$ cat src/rtl/alu_pkg.sv
// Shared opcodes, FSM state type and decode helper for the iterative ALU.
// ALU_DIV_EN enables the divide opcodes; without it they decode as undefined.
package alu_pkg;

  localparam logic [3:0] OP_AND   = 4'b0000;
  localparam logic [3:0] OP_OR    = 4'b0001;
  localparam logic [3:0] OP_ADD   = 4'b0010;
  localparam logic [3:0] OP_SLT   = 4'b0011;
  localparam logic [3:0] OP_XOR   = 4'b0100;
  localparam logic [3:0] OP_SUB   = 4'b0110;
  localparam logic [3:0] OP_SLTU  = 4'b0111;
  localparam logic [3:0] OP_SLL   = 4'b1000;
  localparam logic [3:0] OP_SRL   = 4'b1001;
  localparam logic [3:0] OP_SRA   = 4'b1010;
  localparam logic [3:0] OP_MULTU = 4'b1100;
  localparam logic [3:0] OP_MULT  = 4'b1101;
  localparam logic [3:0] OP_DIVU  = 4'b1110;
  localparam logic [3:0] OP_DIV   = 4'b1111;

  typedef enum logic [1:0] {
    StIdle = 2'd0,
    StRun  = 2'd1,
    StFix  = 2'd2
  } state_e;

  function automatic logic is_multicycle(input logic [3:0] op);
`ifdef ALU_DIV_EN
    return op[3:2] == 2'b11;
`else
    return op[3:1] == 3'b110;
`endif
  endfunction

endpackage

$ cat src/rtl/muldiv_iter.sv
// Iterative shift-add multiplier / restoring divider with magnitude and sign fixup.
// The divider datapath exists only when ALU_DIV_EN is defined.
module muldiv_iter
  import alu_pkg::*;
#(
  parameter int unsigned Width = 32
) (
  input  logic             clk_i,
  input  logic             rst_i,
  input  logic             go_i,
`ifdef ALU_DIV_EN
  input  logic             div_i,
`endif
  input  logic             signed_i,
  input  logic [Width-1:0] a_i,
  input  logic [Width-1:0] b_i,
  output logic             busy_o,
  output logic             done_o,
  output logic [Width-1:0] hi_o,
  output logic [Width-1:0] lo_o
);

  localparam int unsigned CntW = $clog2(Width);
  localparam logic [CntW-1:0] CntLast = CntW'(Width - 1);

  state_e               state_q, state_d;
  logic [CntW-1:0]      cnt_q, cnt_d;
  logic [2*Width-1:0]   p_q, p_d;
  logic [Width-1:0]     b_q, b_d;
  logic                 neg_q, neg_d;
  logic [Width-1:0]     hi_q, hi_d;
  logic [Width-1:0]     lo_q, lo_d;

  logic [Width-1:0]     a_mag, b_mag;
  logic [Width:0]       mul_sum;
  logic [2*Width-1:0]   mul_step;
  logic [2*Width-1:0]   p_neg;

  assign a_mag = (signed_i && a_i[Width-1]) ? -a_i : a_i;
  assign b_mag = (signed_i && b_i[Width-1]) ? -b_i : b_i;

  // {hi, lo} holds partial product above the not-yet-consumed multiplier bits
  assign mul_sum  = {1'b0, p_q[2*Width-1:Width]} + (p_q[0] ? {1'b0, b_q} : '0);
  assign mul_step = {mul_sum, p_q[Width-1:1]};
  assign p_neg    = -p_q;

`ifdef ALU_DIV_EN
  logic               div_q, div_d;
  logic               rneg_q, rneg_d;
  logic               dz_q, dz_d;
  logic [Width:0]     div_sh, div_diff;
  logic               div_ge;
  logic [2*Width-1:0] div_step;

  // Upper half is the partial remainder, lower half shifts dividend out and quotient in
  assign div_sh   = {p_q[2*Width-1:Width], p_q[Width-1]};
  assign div_diff = div_sh - {1'b0, b_q};
  assign div_ge   = ~div_diff[Width];
  assign div_step = {(div_ge ? div_diff[Width-1:0] : div_sh[Width-1:0]), p_q[Width-2:0], div_ge};
`endif

  always_comb begin
    state_d = state_q;
    cnt_d   = cnt_q;
    p_d     = p_q;
    b_d     = b_q;
    neg_d   = neg_q;
    hi_d    = hi_q;
    lo_d    = lo_q;
`ifdef ALU_DIV_EN
    div_d   = div_q;
    rneg_d  = rneg_q;
    dz_d    = dz_q;
`endif
    unique case (state_q)
      StIdle: begin
        if (go_i) begin
          state_d = StRun;
          cnt_d   = '0;
          p_d     = {{Width{1'b0}}, a_mag};
          b_d     = b_mag;
          neg_d   = signed_i & (a_i[Width-1] ^ b_i[Width-1]);
`ifdef ALU_DIV_EN
          div_d   = div_i;
          rneg_d  = signed_i & a_i[Width-1];
          dz_d    = (b_i == '0);
`endif
        end
      end
      StRun: begin
        p_d   = mul_step;
`ifdef ALU_DIV_EN
        if (div_q) p_d = div_step;
`endif
        cnt_d = cnt_q + CntW'(1);
        if (cnt_q == CntLast) state_d = StFix;
      end
      StFix: begin
        state_d = StIdle;
        {hi_d, lo_d} = neg_q ? p_neg : p_q;
`ifdef ALU_DIV_EN
        if (div_q) begin
          hi_d = rneg_q ? -p_q[2*Width-1:Width] : p_q[2*Width-1:Width];
          lo_d = neg_q ? -p_q[Width-1:0] : p_q[Width-1:0];
          // Divide by zero reports all-ones quotient regardless of operand signs
          if (dz_q) lo_d = '1;
        end
`endif
      end
      default: state_d = StIdle;
    endcase
  end

  always_ff @(posedge clk_i or posedge rst_i) begin
    if (rst_i) begin
      state_q <= StIdle;
      cnt_q   <= '0;
      p_q     <= '0;
      b_q     <= '0;
      neg_q   <= 1'b0;
      hi_q    <= '0;
      lo_q    <= '0;
`ifdef ALU_DIV_EN
      div_q   <= 1'b0;
      rneg_q  <= 1'b0;
      dz_q    <= 1'b0;
`endif
    end else begin
      state_q <= state_d;
      cnt_q   <= cnt_d;
      p_q     <= p_d;
      b_q     <= b_d;
      neg_q   <= neg_d;
      hi_q    <= hi_d;
      lo_q    <= lo_d;
`ifdef ALU_DIV_EN
      div_q   <= div_d;
      rneg_q  <= rneg_d;
      dz_q    <= dz_d;
`endif
    end
  end

  assign busy_o = (state_q != StIdle);
  // Completion strobe: hi/lo load on the edge that ends this cycle
  assign done_o = (state_q == StFix);
  assign hi_o   = hi_q;
  assign lo_o   = lo_q;

endmodule

$ cat src/rtl/alu_iter.sv
// Execute-stage ALU: registered single-cycle ops plus iterative multiply/divide.
// Divide support is compiled in only when ALU_DIV_EN is defined.
module alu_iter
  import alu_pkg::*;
#(
  parameter int unsigned WIDTH = 32
) (
  input  logic             clk_i,
  input  logic             rst_i,
  input  logic [WIDTH-1:0] bus_a_i,
  input  logic [WIDTH-1:0] bus_b_i,
  input  logic [WIDTH-1:0] extend_i,
  input  logic             alu_src_i,
  input  logic [3:0]       alu_ctr_i,
  input  logic             start_i,
  output logic             busy_o,
  output logic             done_o,
  output logic [WIDTH-1:0] result_o,
  output logic             zero_o,
  output logic [WIDTH-1:0] hi_o,
  output logic [WIDTH-1:0] lo_o
);

  localparam int unsigned ShW = $clog2(WIDTH);

  logic [WIDTH-1:0] op_b;
  logic [ShW-1:0]   shamt;
  logic [WIDTH-1:0] alu_out;
  logic             multi, issue;
  logic             md_busy, md_done;
  logic [WIDTH-1:0] md_hi, md_lo;

  logic [WIDTH-1:0] res_q, res_d;
  logic             sel_lo_q, sel_lo_d;
  logic             done_q, done_d;

  assign op_b  = alu_src_i ? extend_i : bus_b_i;
  assign shamt = op_b[ShW-1:0];
  assign multi = is_multicycle(alu_ctr_i);
  assign issue = start_i & ~md_busy;

  always_comb begin
    alu_out = '0;
    case (alu_ctr_i)
      OP_ADD:  alu_out = bus_a_i + op_b;
      OP_SUB:  alu_out = bus_a_i - op_b;
      OP_AND:  alu_out = bus_a_i & op_b;
      OP_OR:   alu_out = bus_a_i | op_b;
      OP_XOR:  alu_out = bus_a_i ^ op_b;
      OP_SLTU: alu_out = {{(WIDTH-1){1'b0}}, (bus_a_i < op_b)};
      OP_SLT:  alu_out = {{(WIDTH-1){1'b0}}, ($signed(bus_a_i) < $signed(op_b))};
      OP_SLL:  alu_out = bus_a_i << shamt;
      OP_SRL:  alu_out = bus_a_i >> shamt;
      OP_SRA:  alu_out = $signed(bus_a_i) >>> shamt;
      default: alu_out = '0;
    endcase
  end

  muldiv_iter #(
    .Width(WIDTH)
  ) u_muldiv (
    .clk_i    (clk_i),
    .rst_i    (rst_i),
    .go_i     (issue & multi),
`ifdef ALU_DIV_EN
    .div_i    (alu_ctr_i[1]),
`endif
    .signed_i (alu_ctr_i[0]),
    .a_i      (bus_a_i),
    .b_i      (op_b),
    .busy_o   (md_busy),
    .done_o   (md_done),
    .hi_o     (md_hi),
    .lo_o     (md_lo)
  );

  // Engine completion and single-cycle issue are exclusive: busy is high during fixup
  always_comb begin
    res_d    = res_q;
    sel_lo_d = sel_lo_q;
    done_d   = 1'b0;
    if (md_done) begin
      sel_lo_d = 1'b1;
      done_d   = 1'b1;
    end else if (issue && !multi) begin
      res_d    = alu_out;
      sel_lo_d = 1'b0;
      done_d   = 1'b1;
    end
  end

  always_ff @(posedge clk_i or posedge rst_i) begin
    if (rst_i) begin
      res_q    <= '0;
      sel_lo_q <= 1'b0;
      done_q   <= 1'b0;
    end else begin
      res_q    <= res_d;
      sel_lo_q <= sel_lo_d;
      done_q   <= done_d;
    end
  end

  assign result_o = sel_lo_q ? md_lo : res_q;
  assign zero_o   = (result_o == '0);
  assign busy_o   = md_busy;
  assign done_o   = done_q;
  assign hi_o     = md_hi;
  assign lo_o     = md_lo;

endmodule

$ cat config.mk
export PLATFORM = sky130hd
export DESIGN_NAME = alu_iter
export DESIGN_NICKNAME = d
export VERILOG_FILES = /design/src/rtl/alu_pkg.sv /design/src/rtl/muldiv_iter.sv /design/src/rtl/alu_iter.sv
export SDC_FILE = /design/constraint.sdc
export NUM_CORES = 1
export LEC_CHECK = 0
export BUFFER_PORTS_ARGS = -buffer_cell sky130_fd_sc_hd__buf_2
export CAP_MARGIN = 20
export CORE_ASPECT_RATIO = 1.25
export CORE_MARGIN = 2
export CORE_UTILIZATION = 40
export CTS_CLUSTER_SIZE = 16
export DETAILED_ROUTE_END_ITERATION = 7
export PLACE_DENSITY = 0.68
export REMOVE_ABC_BUFFERS = 1
export SLEW_MARGIN = 5
export SYNTH_ARGS = -nofsm -noshare
export SYNTH_HDL_FRONTEND = slang
export SYNTH_SLANG_ARGS = --single-unit
$ cat constraint.sdc
create_clock -name clk_i -period 7.9 [get_ports clk_i]
set_input_delay 1.58 -clock clk_i [delete_from_list [all_inputs] [get_ports clk_i]]
set_output_delay 1.58 -clock clk_i [all_outputs]
set_load 0.02 [all_outputs]
==> flow_metrics.py <==
metrics = {
    "run_status": {
        "run_status": "complete, no violations",
    },
    "timing": {
        "hold_ws_ns": 0.470,
        "finalCritPeriodShare_pct": 80.8,
        "max_freq_ghz": 0.157,
        "setup_violations": 0,
        "max-slew-margin-rel_pct": 25.2,
        "fin_worst_skew_ns": 0.0205,
        "maxSlewViolCount": 0,
        "hold_viol": 0,
        "worst_slew_pin_slew_ns": 1.12,
        "finalCriticalPeriod_ns": 6.39,
        "rsz0062_at_grt": "false",
    },
    "critical_path": {
        "endpoint_kind": "flop",
        "cp_slowest_cell": "nor3_2",
        "cp_data_required_time_ns": 8.27,
        "worst-path-buf-inv": 2,
        "crit_path_max_incr_delay_ns": 0.92,
        "crit_chain": "buf_4, mux2i_4, buf_4, ha_1, nand3_1, nor4_1, o21ai_0, nor3_2, a21oi_1, xnor2_1, o21ai_0",
        "worst-endpoint-arrival_ns": 6.75,
        "worst_setup_path_start_kind": "input pin",
        "worstSetupPathType": "in2reg",
        "cp_top_family": "simple AND/OR/NAND/NOR gates",
        "cp_max_fo": 47,
    },
    "drt": {
        "drt_iter0_drc": 2611,
        "vias": 22400,
        "routed_via_density": 6.37,
        "ant_nets": 0,
        "wl_per_cell_um": 25.9,
        "wl_um": 91200,
        "first_pass_iters": 8,
        "post-route-drc-count": 0,
    },
    "placed_design": {
        "globalplace.congestion": 1.06,
        "dp_hpwl_um": 69100,
        "io_buffers": 202,
    },
    "floorplanning": {
        "rows": 94,
        "floorplan.initialDensity_pct": 40.3,
        "die_h_um": 261,
        "design.core.area_sq_um": 52300,
        "die_x_um": 209,
        "ios": 203,
        "fp.dieArea_sq_um": 54500,
    },
    "yosys": {
        "yosys.area_share.simple_pct": 18.5,
        "ys_ff_latch": 202,
        "synthMuxAreaShare_pct": 9.06,
        "async_reset_ff_share_pct": 100,
        "synth_top_area_share_pct": 24.0,
        "yosysMostFrequentCell": "nand2_1",
        "synth_compound_area_share_pct": 27.9,
        "synth_fa_ha_area_share_pct": 8.42,
        "syn_inst": 2741,
        "synth.top_cells.by_count": "nand2_1, o21ai_0, dfrtp_1",
        "synth-edff-count": 0,
        "synthXorXnorAreaFrac_pct": 6.77,
        "ys_types": 83,
        "ys_warn_count": 0,
        "synth_top_family_by_area": "compound AO/OA/AOI/OAI gates",
        "syn_avg_cell_area_sq_um": 7.69,
        "synth_area_leader_cell": "dfrtp_1",
        "synth_seq_area_share_pct": 24.0,
        "syn-cell-area_sq_um": 21100,
        "synth-main-ff-cell": "dfrtp_1",
        "synthTopCellsByArea": "dfrtp_1, ha_1, o21ai_0, nand2_1, mux2i_1",
    },
    "power": {
        "power.total_mw": 5.60,
        "power_density_nw_per_um2": 239,
        "peakVddDrop_v": 0.000126,
        "leakage_nw": 10.3,
    },
    "finish": {
        "multi_input_area_sq_um": 15000,
        "diodes": 0,
        "drive_gt1_share_pct": 13.5,
        "fillers": 5355,
        "syn_to_final_growth_pct": 11.2,
        "nets": 3072,
        "ff_latch_area_sq_um": 5060,
    },
    "grt": {
        "grt_max_degree": 86,
        "grt_pass1_wl_um": 134000,
        "antenna_found_initial": 8,
        "overflow": 0,
        "first_global_vias": 21100,
        "grt_usage_pct": 32.4,
    },
    "clock_tree": {
        "clock_latency_ns": 0.54,
        "cts.sinks": 202,
        "clkTransAtPathRegs_ns": 0.06,
        "cts_buffers": 23,
        "cts_repair_resize_count": 0,
        "cts-hold-fix-buffers": 0,
        "clock_path_buffers": 3,
        "cts_setup_buffers": 0,
        "cts-root-buf": "clkbuf_16",
        "htree_levels": 1,
        "cts_tree": "done",
    },
    "run": {
        "max_cap_violations": 0,
    },
    "worst_hold_path": {
        "hold_class": "reg2reg",
    },
}
==> stage by stage <==
| step | area (sq um) | util (%) | instances | setup TNS (ns) | setup slack (ns) |
|---|---|---|---|---|---|
| after floorplan | 20400 | - | 2554 | -33.80 | -1.63 |
| after global placement | 22700 | 43.3 | 3475 | 0 | 0.806 |
| after detailed placement | 22700 | 43.3 | 3475 | 0 | 1.28 |
| after CTS | 23400 | 44.8 | 3514 | 0 | 1.84 |
| after global routing | 23400 | 44.8 | 3514 | 0 | 1.57 |
| final | 23400 | 44.8 | 3514 | 0 | 1.51 |
==> worst reg2reg max path, delay by kind of cell (launching register included) <==
kind / cells / cell delay, ns
AOI/OAI and AO/OA: 8 / 2.45
xor gates and xnor gates: 1 / 0.16
adders and majority gates: 2 / 0.63
DFF: 1 / 0.68
and+or+nand+nor: 2 / 0.48
==> area by class of cell <==
type | count | area share (%)
sequential | 202 | 21.6
clock inverter | 8 | 0.352
inverter | 110 | 1.79
multi-input combinational | 2242 | 64.0
clock buffer | 31 | 2.88
timing repair buffer | 249 | 5.83
tap | 672 | 3.59
==> cells by family (layout without fill, tap and decap cells) <==
family | after synthesis | count (layout)
buffers and inverters | 297 | 398
XOR/XNOR | 163 | 163
multiplexers | 173 | 173
adder cells (fa/ha/maj) | 140 | 140
AND/OR/NAND/NOR | 843 | 843
AO/OA/AOI/OAI | 923 | 923
flip-flops | 202 | 202
==> layout by cell type, fill, tap and decap left out, drive strengths merged, types with 10 or more instances in the layout <==
| cell type | synthesis | routed |
|---|---|---|
| a2111oi | 10 | 10 |
| a211oi | 38 | 38 |
| a21o | 22 | 22 |
| a21oi | 190 | 190 |
| a221o | 11 | 11 |
| a221oi | 30 | 30 |
| a22oi | 41 | 41 |
| a31oi | 34 | 34 |
| and2 | 45 | 45 |
| and3 | 19 | 19 |
| buf | 40 | 249 |
| clkbuf | 147 | 31 |
| dfrtp | 202 | 202 |
| ha | 137 | 137 |
| inv | 108 | 110 |
| mux2 | 42 | 42 |
| mux2i | 121 | 121 |
| mux4 | 10 | 10 |
| nand2 | 334 | 334 |
| nand2b | 23 | 23 |
| nand3 | 72 | 72 |
| nor2 | 192 | 192 |
| nor2b | 17 | 17 |
| nor3 | 57 | 57 |
| nor4 | 34 | 34 |
| o2111ai | 11 | 11 |
| o211ai | 35 | 35 |
| o21a | 12 | 12 |
| o21ai | 320 | 320 |
| o21bai | 18 | 18 |
| o221ai | 14 | 14 |
| o22ai | 24 | 24 |
| o31ai | 33 | 33 |
| o41ai | 14 | 14 |
| or4 | 15 | 15 |
| xnor2 | 86 | 86 |
| xor2 | 77 | 77 |
==> state kept, by name (all words and copies together) (netlist names) <==
| signal | count |
|---|---|
| sel_lo_q | 1 |
| u_muldiv.lo_o | 32 |
| u_muldiv.neg_q | 1 |
| res_q | 32 |
| u_muldiv.p_q | 64 |
| u_muldiv.cnt_q | 5 |
| u_muldiv.b_q | 32 |
| u_muldiv.state_q | 2 |
| done_o | 1 |
| u_muldiv.hi_o | 32 |
==> power breakdown <==
group	total [mW]	internal [mW]	switching [mW]	leakage [nW]
Clock	1.11	0.633	0.474	0.374
Combinational	2.74	1.04	1.69	7.43
Sequential	1.76	1.35	0.415	2.49
==> layer usage <==
layer  wire length, um  up-vias  global-route usage (%)  part of all wire [%]
met5                48        -                       0                 0.053
met4              6420        8                    20.2                   7.0
met3              8160      370                    5.34                   8.9
met2             42100     1263                    53.8                    46
met1             34500    10600                    39.2                    38
li1                  -    10200                       -                     -
==> path summary, 6_finish.rpt <==
check / startpoint / end / slack [ns] / cells past startpoint
worst min-delay path: u_muldiv.b_q[7]$_DFFE_PP0P_ / u_muldiv.b_q[7]$_DFFE_PP0P_ / 0.47 / 2
worst max-delay path: alu_src_i / u_muldiv.b_q[18]$_DFFE_PP0P_ / 1.51 / 11
worst max register to register: u_muldiv.p_q[0]$_DFFE_PP0P_ / u_muldiv.p_q[61]$_DFFE_PP0P_ / 3.34 / 13
worst min register to register: u_muldiv.b_q[7]$_DFFE_PP0P_ / u_muldiv.b_q[7]$_DFFE_PP0P_ / 0.47 / 2
min in group asynchronous: rst_i / u_muldiv.lo_o[1]$_DFFE_PP0P_ / 1.13 / 2
max in group asynchronous: rst_i / u_muldiv.neg_q$_DFFE_PP0P_ / 5.46 / 3
No activity file was read; power rests on OpenSTA's default activity.
